File: src/rtl/cpu_run_ctrl_pkg.sv
// Shared definitions for the CPU execution sequencer: state encodings and defaults.
package cpu_run_ctrl_pkg;

  typedef enum logic [1:0] {
    ST_PAUSE = 2'd0,
    ST_RUN   = 2'd1,
    ST_STEP  = 2'd2,
    ST_BREAK = 2'd3
  } run_state_t;

  localparam int DEB_CYCLES_DEFAULT = 16;

endpackage

File: src/rtl/cpu_run_ctrl_btn_debounce.sv
// Push-button conditioner: 2-FF synchronizer, stability counter, rising-edge pulse.
module btn_debounce #(
  parameter int DEB_CYCLES = 16
) (
  input  logic clk,
  input  logic rst,
  input  logic btn_in,
  output logic level_o,
  output logic rise_p
);

  localparam int CW = $clog2(DEB_CYCLES + 1);

  logic          sync1;
  logic          sync2;
  logic [CW-1:0] cnt;

  always_ff @(posedge clk or posedge rst) begin
    if (rst) begin
      sync1 <= 1'b0;
      sync2 <= 1'b0;
    end else begin
      sync1 <= btn_in;
      sync2 <= sync1;
    end
  end

  // Any cycle where the input agrees with the accepted level restarts the count.
  always_ff @(posedge clk or posedge rst) begin
    if (rst) begin
      cnt     <= '0;
      level_o <= 1'b0;
      rise_p  <= 1'b0;
    end else begin
      rise_p <= 1'b0;
      if (sync2 != level_o) begin
        if (cnt == CW'(DEB_CYCLES - 1)) begin
          level_o <= sync2;
          rise_p  <= sync2;
          cnt     <= '0;
        end else begin
          cnt <= cnt + CW'(1);
        end
      end else begin
        cnt <= '0;
      end
    end
  end

endmodule

File: src/rtl/cpu_run_ctrl.sv
// Execution sequencer: free-run, pause, single-step and PC breakpoint control of the CPU clock-enable.
module cpu_run_ctrl
  import cpu_run_ctrl_pkg::*;
#(
  parameter int DEB_CYCLES = DEB_CYCLES_DEFAULT,
  parameter int CNT_W      = 32
) (
  input  logic             clk,
  input  logic             rst,
  input  logic             tick,
  input  logic             run_sw,
  input  logic             step_btn,
  input  logic             bp_en,
  input  logic [31:0]      bp_addr,
  input  logic [31:0]      pc,
  output logic             cpu_ce,
  output logic [1:0]       state_o,
  output logic             bp_hit,
  output logic [CNT_W-1:0] instr_cnt
);

  run_state_t state;
  run_state_t state_n;
  logic       skip;
  logic       skip_n;
  logic       ce_n;
  logic       step_level;
  logic       step_rise;
  logic       step_p;
  logic       bp_match;

  btn_debounce #(
    .DEB_CYCLES(DEB_CYCLES)
  ) u_step_deb (
    .clk    (clk),
    .rst    (rst),
    .btn_in (step_btn),
    .level_o(step_level),
    .rise_p (step_rise)
  );

  assign step_p   = step_rise & step_level;
  assign bp_match = bp_en && (pc == bp_addr) && !skip;

  always_ff @(posedge clk or posedge rst) begin
    if (rst) begin
      state  <= ST_PAUSE;
      skip   <= 1'b0;
      cpu_ce <= 1'b0;
    end else begin
      state  <= state_n;
      skip   <= skip_n;
      cpu_ce <= ce_n;
    end
  end

  // A tick is only consumed in RUN or STEP; in PAUSE/BREAK it is dropped.
  always_comb begin
    state_n = state;
    skip_n  = skip;
    ce_n    = 1'b0;
    case (state)
      ST_PAUSE: begin
        if (step_p) begin
          state_n = ST_STEP;
        end else if (run_sw) begin
          state_n = ST_RUN;
          skip_n  = 1'b1;
        end
      end
      ST_RUN: begin
        if (!run_sw) begin
          state_n = ST_PAUSE;
        end else if (tick) begin
          if (bp_match) begin
            state_n = ST_BREAK;
          end else begin
            ce_n   = 1'b1;
            skip_n = 1'b0;
          end
        end
      end
      ST_STEP: begin
        if (tick) begin
          ce_n    = 1'b1;
          state_n = ST_PAUSE;
        end
      end
      ST_BREAK: begin
        if (step_p) begin
          state_n = ST_STEP;
        end else if (!run_sw) begin
          state_n = ST_PAUSE;
        end
      end
      default: state_n = ST_PAUSE;
    endcase
  end

  // Saturating retired-instruction counter; the display must never wrap to a small value.
  always_ff @(posedge clk or posedge rst) begin
    if (rst) begin
      instr_cnt <= '0;
    end else if (cpu_ce && (instr_cnt != {CNT_W{1'b1}})) begin
      instr_cnt <= instr_cnt + {{(CNT_W-1){1'b0}}, 1'b1};
    end
  end

  assign state_o = state;
  assign bp_hit  = (state == ST_BREAK);

endmodule

File: config.mk
export PLATFORM = sky130hd
export DESIGN_NAME = cpu_run_ctrl
export DESIGN_NICKNAME = d
export VERILOG_FILES = /design/src/rtl/cpu_run_ctrl_pkg.sv /design/src/rtl/cpu_run_ctrl_btn_debounce.sv /design/src/rtl/cpu_run_ctrl.sv
export SDC_FILE = /design/constraint.sdc
export NUM_CORES = 1
export LEC_CHECK = 0
export CAP_MARGIN = 20
export CORE_MARGIN = 5
export CORE_UTILIZATION = 45
export DETAILED_ROUTE_END_ITERATION = 6
export GPL_TIMING_DRIVEN = 0
export PLACE_DENSITY = 0.85
export SLEW_MARGIN = 30
export SYNTH_ARGS = -nofsm -noshare
export SYNTH_HDL_FRONTEND = slang
export SYNTH_SLANG_ARGS = --single-unit
File: constraint.sdc
create_clock -name clk -period 5.85 [get_ports clk]
set_input_delay 1.4625 -clock clk [delete_from_list [all_inputs] [get_ports clk]]
set_output_delay 1.4625 -clock clk [all_outputs]
set_load 0.02 [all_outputs]
# After elaboration in Yosys (flattened, before gate mapping)
# Cells that the tools add are included.
# Widths: inputs -> output; s select.
# op_classes
addsub	2
mux	24
eq_ne	17
bitwise	1
reduce_logical	9
# ops
op	count
$add 32x1->32 const B	1
$eq 32x32->1	1
$ne 32x32->1 const B	1
$mux 2	8
$ne 2x2->1 const B	6
$mux 1	11
$mux 5	2
$ne 3x3->1 const B	3
$pmux 2 s4	1
$reduce_and 6->1	1
$add 5x1->5 const B	1
$eq 5x4->1 const B	1
$reduce_and 5->1	1
$eq 2x2->1 const B	2
$pmux 1 s2	2
$logic_and 1x1->1	3
$ne 3x2->1 const B	1
$eq 2x1->1 const B	1
$logic_not 2->1	1
$reduce_and 2->1	1
$reduce_bool 2->1	1
$and 1x1->1	1
$logic_not 1->1	1
$ne 1x1->1	1
# totals
wordCells	62
output_inout_bits	36
input_bits	70
reg_bits	45

# Logic depth before layout (Yosys ltp)
# Gate-level depths: netlist (run 1).
# logic_depth
depth_word	7
depth_mapped	8
ltp_nobuf	7

# Hierarchy
# Synthesis (run 1) repeated with hierarchy kept, for this count alone.
# unflattened
hier_cells	238
area_unflattened_um2	2517.4
# by_module_without_submodules
module	area_per_inst_um2	n_inst	cells_each	seq_area_each_um2
cpu_run_ctrl	2178.3	1	212	900.9
btn_debounce	339.1	1	26	225.2

# Worst setup path after synthesis (run 1)
# Ideal clock, no wire load.
# synth_timing
kind	input port to flip-flop
from	input bp_addr[24]
to	register state[1], in the netlist state_o[1]
required_time_ns	5.725
path_slack_ns	3.050
setup_time_ns	0.125
t_arrival_ns	2.675
n_path_buf	0
stages	6
cell_sequence	xnor2_1 > nand4_1 > nor4_1 > nand4_1 > a31oi_1 > mux2_2
# synth_via
elab_chain_cells	5
# synth_lines
element	line	source
start, declared	cpu_run_ctrl.sv:14	input logic [31:0] bp_addr,
$eq 32x32->1	cpu_run_ctrl.sv:43	assign bp_match = bp_en && (pc == bp_addr) && !skip;
$logic_and 1x1->1 (2 in a row)	cpu_run_ctrl.sv:43	
$ne 3x3->1 (no line)	--	
$reduce_and 5->1 (no line)	--	
end signal, assigned	cpu_run_ctrl.sv:51	state <= state_n;
end, declared	cpu_run_ctrl.sv:22	run_state_t state;
# No other way between the ends.
# A chain may end at the register's enable or synchronous reset.

# Final worst setup path (run 1)
# layout_timing
from	input pc[16]
to	register state[1], in the netlist state_o[1]
# layout_via
elab_chain_cells	5
# layout_lines
element	line	source
start, declared	cpu_run_ctrl.sv:15	input logic [31:0] pc,
$eq 32x32->1	cpu_run_ctrl.sv:43	
$logic_and 1x1->1 (2 in a row)	cpu_run_ctrl.sv:43	
$ne 3x3->1 (no line)	--	
$reduce_and 5->1 (no line)	--	
# No other way between the ends.

==> results of run 1 <==
power by group through the flow:
stage	clock network (mW)	registers, mW	logic [mW]
after global placement	0	0.375	0.259
after global routing	0.250	0.375	0.293
final	0.230	0.372	0.269
after floorplan	0	0.395	0.121
after detailed placement	0	0.378	0.270
after CTS	0.236	0.371	0.271
worst min-delay path by stage:
stage               cells past startpoint                          to                  startpoint  slack, ns
finish                                  0  u_step_deb.sync2$_DFF_PP0_  u_step_deb.sync1$_DFF_PP0_       0.36
global route                            0  u_step_deb.sync2$_DFF_PP0_  u_step_deb.sync1$_DFF_PP0_       0.36
CTS                                     0  u_step_deb.sync2$_DFF_PP0_  u_step_deb.sync1$_DFF_PP0_       0.36
detailed placement                      0  u_step_deb.sync2$_DFF_PP0_  u_step_deb.sync1$_DFF_PP0_       0.34
global placement                        0  u_step_deb.sync2$_DFF_PP0_  u_step_deb.sync1$_DFF_PP0_       0.33
floorplan                               0  u_step_deb.sync2$_DFF_PP0_  u_step_deb.sync1$_DFF_PP0_       0.33
layout by cell type (no fill, tap or decap), drive strengths merged:
master	count
clkdlybuf4s50	105
xnor2	52
dfrtp	45
nand4	20
nand2	18
nand3	17
xor2	13
nor2	13
inv	8
ha	6
clkbuf	6
and3	4
nor3	3
nor4	3
a21oi	3
mux2	3
and4	3
and2	2
a31oi	2
o21ai	2
buf	2
or4b	1
or3	1
a211o	1
nor3b	1
nor4b	1
nand2b	1
o2111ai	1
a21bo	1
o221ai	1
a2bb2oi	1
o22a	1
o22ai	1
clkinv	1
bufinv	1
cells by family after synthesis:
kind of cell	after synthesis
xor+xnor	65
compound gates	14
simple gates	88
mux	3
flops	45
fa+ha+maj	6
buf+inv	9
state kept, by name (all words and copies together) (netlist names):
signal and cells:
skip 1, u_step_deb.sync1 1, u_step_deb.sync2 1, u_step_deb.cnt 5, u_step_deb.rise_p 1, u_step_deb.level_o 1
state_o 2, instr_cnt 32, cpu_ce 1
metal layers:
layer / up-vias / track usage
met5: - / 0
met4: 0 / 0.04903
met3: 11 / 0.05050
met2: 68 / 0.3120
met1: 1004 / 0.1844
li1: 1031 / -
cell type report:
type	count	area [um^2]
inverters	8	30.03
well taps	70	87.58
fillers	378	1486
clock buffers	6	72.57
clock inverters	2	38.79
multi-input cells	176	1249
repair buffers	106	1071
flip-flops and latches	45	1126
plain buffers	1	11.26
cells in the mapped netlist (2+ instances only):
| master | n | area share |
|---|---|---|
| xnor2_1 | 52 | 0.19 |
| dfrtp_1 | 45 | 0.47 |
| nand4_1 | 20 | 0.052 |
| nand2_1 | 18 | 0.028 |
| nand3_1 | 17 | 0.035 |
| xor2_1 | 13 | 0.047 |
| nor2_1 | 12 | 0.019 |
| inv_1 | 8 | 0.012 |
| ha_1 | 6 | 0.031 |
| and3_1 | 4 | 0.010 |
| a21oi_1 | 3 | 0.0062 |
| mux2_2 | 3 | 0.014 |
| nor3_1 | 3 | 0.0062 |
| nor4_1 | 3 | 0.0078 |
| a31oi_1 | 2 | 0.0052 |
| and2_1 | 2 | 0.0052 |
| and4_1 | 2 | 0.0073 |
| o21ai_0 | 2 | 0.0041 |
metrics by stage:
stage          hold WS [ns]  utilization  area, um^2
2_1_floorplan        0.3312            -        2416
3_3_place_gp         0.3346       0.6872        3555
3_5_place_dp         0.3426       0.6911        3575
4_1_cts              0.3608       0.7126        3686
5_1_grt              0.3646       0.7126        3686
6_report             0.3579       0.7126        3686
==> reports/metrics.csv, run 1 <==
metric;value;unit
outcome;finished, final reports clean;
clkPwrFrac;0.264;
max_cap_violations;0;
cts_setup_buffers;0;
crit_path_top_delay_cell;clkdlybuf4s50_1;
p_comb_frac;0.309;
p_leak;1.482;nW
crit_type;in2reg;
tns;0;ns
max_slew.worst_pin.slew;0.7405;ns
crit_chain;clkdlybuf4s50_1 -> xnor2_1 -> nand4_1 -> nor4_1 -> nand4_1 -> a31oi_1 -> mux2_2;
wl_met1;2276;um
setup_viol;0;
synth_cell_types;33;
synth_adder_area_share;0.03107;
switching_share;0.2961;
p_seq_frac;0.427;
clk_path_buf_depth;2;
dpl.hpwl;5001;um
ant_nets;0;
end_kind;flip-flop;
routedWlPerCell;14.30;um
io_pins;106;
p_per_area;236.3;nW/um^2
clk_pin_slew;0.08;ns
max_slew_margin;0.5018;
vias;2114;
timing.final.ws_setup;2.651;ns
place_ws;2.361;ns
grt_antenna_before_repair;0;
worstSetupStartpointType;input port;
worst-path-stages;7;
drc;0;
grt_pass1_vias;2135;
cts_num_sinks;45;
critical-path-top-delay-family;simple AND/OR/NAND/NOR gates;
rsz0062_at_grt;false;
worstPathArrival;3.38;ns
wl;5919;um
core-area;5172;um^2
met3_length;389;um
cts_tree;built;
grt_overflow;0;
period_share;0.5469;
ys.flop_type;dfrtp_1;
path_max_fanout;3;
wl_met2;3151;um
first_pass_iters;4;
worst-path-buf-inv;1;
drt-initial-drc-count;71;
gp_congestion;0.8006;
synth-edff-count;0;
initial_utilization;0.4671;
yosysSeqAreaShare;0.4661;
port_buffers;105;
die_w;83.28;um
ir_worst_vdd;138.7;uV
yosys.area_share.simple;0.1952;
drv_slew;0;
post_cts_resized;0;
startpoint;pc[16];
power;0.8710;mW
critPathRequiredTime;6.03;ns
skew;0.01007;ns
grt_max_degree;32;
diodes;0;
ctsHoldBuffers;0;
p_switching;0.2579;mW
fin_nets;419;
viasPerCell;5.106;
postSynthAreaPerCell;10.50;um^2
stdcell_count;414;
row_count;26;
r2r-start;instr_cnt[3]$_DFFE_PP0P_;
hp-class;reg2reg;
p_int;0.6132;mW
max_freq;0.3126;GHz
dieHeight;83.28;um
clk_latency;0.29;ns
clockRootBuffer;clkbuf_8;
synthXorXnorAreaFrac;0.2356;
yosys_register_bits;45;
syn_nets;306;
synthArstFlopShare;1.000;
syn_to_final_growth;52.56;%
max_stage_delay;0.47;ns
crit_top_cell;nand4_1;
die_area;6935;um^2
syn_area;2416;um^2
top_layer;met4;
dp.cells;406;
cp-endpoint;state_o[1]$_DFFE_PP0P_;
layout_min_cycle_time;3.199;ns
netlist_instances;230;
yosys_warnings;0;
grt_pass1_wl;9597;um
hold_violations;0;
htree_levels;2;
synth_compound_area_frac;0.04091;
layout-drive-gt1-share;0.04942;
globalRouteTotalUtil;0.1686;
synth_top_family_by_area;XOR/XNOR gates;
rr_endpoint;instr_cnt[26]$_DFFE_PP0P_;
rr_worst_depth;7;
numCtsBuffers;5;
r2r_slack;3.55;ns
synth_mux_area_frac;0.01398;
Note: power is estimated with default switching activity, not from simulation.
==> run 2, diff against run 1 <==
--- a/config.mk
+++ b/config.mk
@@ -7,10 +7,10 @@
 export LEC_CHECK = 0
 export CAP_MARGIN = 20
 export CORE_MARGIN = 5
-export CORE_UTILIZATION = 45
+export CORE_UTILIZATION = 38
 export DETAILED_ROUTE_END_ITERATION = 6
 export GPL_TIMING_DRIVEN = 0
-export PLACE_DENSITY = 0.85
+export PLACE_DENSITY = 0.76
 export SLEW_MARGIN = 30
 export SYNTH_ARGS = -nofsm -noshare
 export SYNTH_HDL_FRONTEND = slang
==> constraint.sdc (replaced) <==
create_clock -name clk -period 2.9 [get_ports clk]
set_input_delay 0.725 -clock clk [delete_from_list [all_inputs] [get_ports clk]]
set_output_delay 0.725 -clock clk [all_outputs]
set_load 0.02 [all_outputs]
==> run 2 against run 1 <==
Sequential cell count unchanged. Wire length decreased by 2.2%. Die area increased by 16%. Clock skew decreased by 0.0048 ns. Hold slack about the same. Register-to-register slack got worse by 2.9 ns. Combinational power increased by 100%. Non-clock buffer count unchanged. Clock power increased by 110%. Global-route usage decreased by 2.5 points. Largest power group unchanged.
==> reports/metrics.csv, run 2 (synthesis gave the netlist of run 1 again) <==
metric;value;unit;change
setup_viol;0;;unchanged
cts_num_sinks;45;;unchanged
die_w;89.74;um;+7.8%
clockRootBuffer;clkbuf_8;;
grt_pass1_wl;9625;um;+0.29%
r2r_slack;0.66;ns;-2.89 ns
max_cap_violations;0;;unchanged
skew;0.005244;ns;-0.004827 ns
mostFrequentLayoutCells;105 x clkdlybuf4s50_1, 52 x xnor2_1, 45 x dfrtp_1;;
p_per_area;478.3;nW/um^2;+100%
tns;0;ns;unchanged
end_kind;flip-flop;;
max_slew_margin;0.5122;;+0.01041
first_pass_iters;4;;unchanged
p_int;1.260;mW;+110%
row_count;29;;+12%
hold_violations;0;;unchanged
viasPerCell;4.952;;-3.0%
post_cts_resized;0;;unchanged
drv_slew;0;;unchanged
min_from;u_step_deb.sync1$_DFF_PP0_;;
worst_hold_slack;0.3584;ns;+0.0004660 ns
hold_depth;0;;unchanged
crit_chain;clkdlybuf4s50_1 -> xor2_1 -> nor4_1 -> nand4_1 -> a31oi_1 -> mux2_2;;
hp-class;reg2reg;;
rsz0062_at_grt;false;;
vias;2085;;-1.4%
cts_tree;built;;
drc;0;;unchanged
numCtsBuffers;5;;unchanged
worstSetupStartpointType;input port;;
grt_overflow;0;;unchanged
path_max_fanout;3;;unchanged
core-area;6277;um^2;+21%
p_switching;0.5129;mW;+99%
critical-path-top-delay-family;simple AND/OR/NAND/NOR gates;;
ant_nets;0;;unchanged
routedWlPerCell;13.74;um;-3.9%
drt-initial-drc-count;64;;-9.9%
grt_max_degree;26;;-19%
max_stage_delay;0.46;ns;about the same
gp_congestion;0.8232;;+2.8%
syn_to_final_growth;53.44;%;
layout_min_cycle_time;2.442;ns;
die_area;8052;um^2;+16%
clk_pin_slew;0.08;ns;about the same
ctsHoldBuffers;0;;unchanged
switching_share;0.2893;;-0.006811
globalRouteTotalUtil;0.1432;;-0.02540
port_buffers;105;;unchanged
crit_type;in2reg;;
dieHeight;89.74;um;+7.8%
crit_path_top_delay_cell;nor4_1;;
wl;5786;um;-2.2%
fin_nets;419;;unchanged
io_pins;106;;unchanged
max_freq;0.4096;GHz;
clk_latency;0.30;ns;about the same
p_leak;1.488;nW;+0.43%
r2r-start;instr_cnt[3]$_DFFE_PP0P_;;
worstHoldEndpoint;u_step_deb.sync2$_DFF_PP0_;;
critPathRequiredTime;3.09;ns;-2.94 ns
layout-drive-gt1-share;0.04942;;unchanged
outcome;finished, final reports clean;;
p_comb_frac;0.303;;-0.006
clk_path_buf_depth;2;;unchanged
period_share;0.8419;;
diodes;0;;unchanged
largest_reg_flops;32;;unchanged
dpl.hpwl;4885;um;-2.3%
rr_worst_depth;6;;-1
ir_worst_vdd;305.8;uV;+120%
initial_utilization;0.3849;;-0.08221
grt_pass1_vias;2129;;-0.28%
clkPwrFrac;0.275;;+0.011
layout.cells.most_common;clkdlybuf4s50_1;;
worst-path-buf-inv;1;;unchanged
rr_endpoint;instr_cnt[31]$_DFFE_PP0P_;;
grt_antenna_before_repair;0;;unchanged
max_flop_register;instr_cnt;;
worstPathArrival;2.63;ns;-0.75 ns
htree_levels;2;;unchanged
p_seq_frac;0.422;;-0.005
startpoint;bp_addr[5];;
cts_setup_buffers;0;;unchanged
max_slew.worst_pin.slew;0.7250;ns;-0.01547 ns
==> run 2: changes by cell type in the layout (fill, tap and decap cells not counted), sizes merged <==
| cell | before | now |
|---|---|---|
| clkbuf | 6 | 7 |
| clkinv | 1 | 0 |
==> run 2: cell type report <==
| cell class | instances | area, um^2 |
|---|---|---|
| Fill cell | 548 | 2570 |
| Multi-Input combinational cell | 176 | 1249 |
| Sequential cell | 45 | 1126 |
| Timing Repair Buffer | 106 | 1079 |
| Tap cell | 77 | 96.34 |
| Clock buffer | 7 | 86.33 |
| Clock inverter | 1 | 30.03 |
| Inverter | 8 | 30.03 |
| Buffer | 1 | 11.26 |
==> run 2: worst max path at each step <==
stage	end	slack, ns	cells past startpoint
CTS	state_o[1]$_DFFE_PP0P_	0.39	6
global placement	state_o[1]$_DFFE_PP0P_	0.08	6
detailed placement	state_o[1]$_DFFE_PP0P_	0.09	6
floorplan	instr_cnt[26]$_DFFE_PP0P_	0.71	7
global route	state_o[1]$_DFFE_PP0P_	0.32	6
finish	state_o[1]$_DFFE_PP0P_	0.46	6
==> run 2: per-stage QoR <==
step           total power, mW  utilization  worst slack (ns)  instance area, um^2  instances
6_report                 1.773       0.5906            0.4585                 3707        421
4_1_cts                  1.792       0.5906            0.3880                 3707        421
2_1_floorplan            1.041            -            0.7100                 2416        230
3_3_place_gp             1.287       0.5677           0.07926                 3563        412
5_1_grt                  1.880       0.5906            0.3220                 3707        421
3_5_place_dp             1.302       0.5721           0.09118                 3591        413
==> run 2: worst reg2reg max path, cell delays in order (launching register included) <==
cell     delay (ns)
dfrtp_1        0.46
nand4_1        0.18
or4b_1         0.57
a211o_2        0.32
nor2_1         0.29
nand4_1        0.16
xnor2_1        0.14
==> run 2: power groups by stage <==
stage / clock network (mW) / registers (mW) / logic, mW
6_report: 0.488 / 0.748 / 0.537
3_5_place_dp: 0 / 0.760 / 0.541
5_1_grt: 0.524 / 0.762 / 0.595
4_1_cts: 0.498 / 0.748 / 0.546
3_3_place_gp: 0 / 0.759 / 0.527
2_1_floorplan: 0 / 0.797 / 0.243
==> run 2: metal layers <==
metal  track usage  wire (um)  vias up
li1              -          -     1029
met1        0.1594       2192      960
met2        0.2537       2953       90
met3       0.05259        570        6
met4       0.04156         70        0
met5             0          0        -
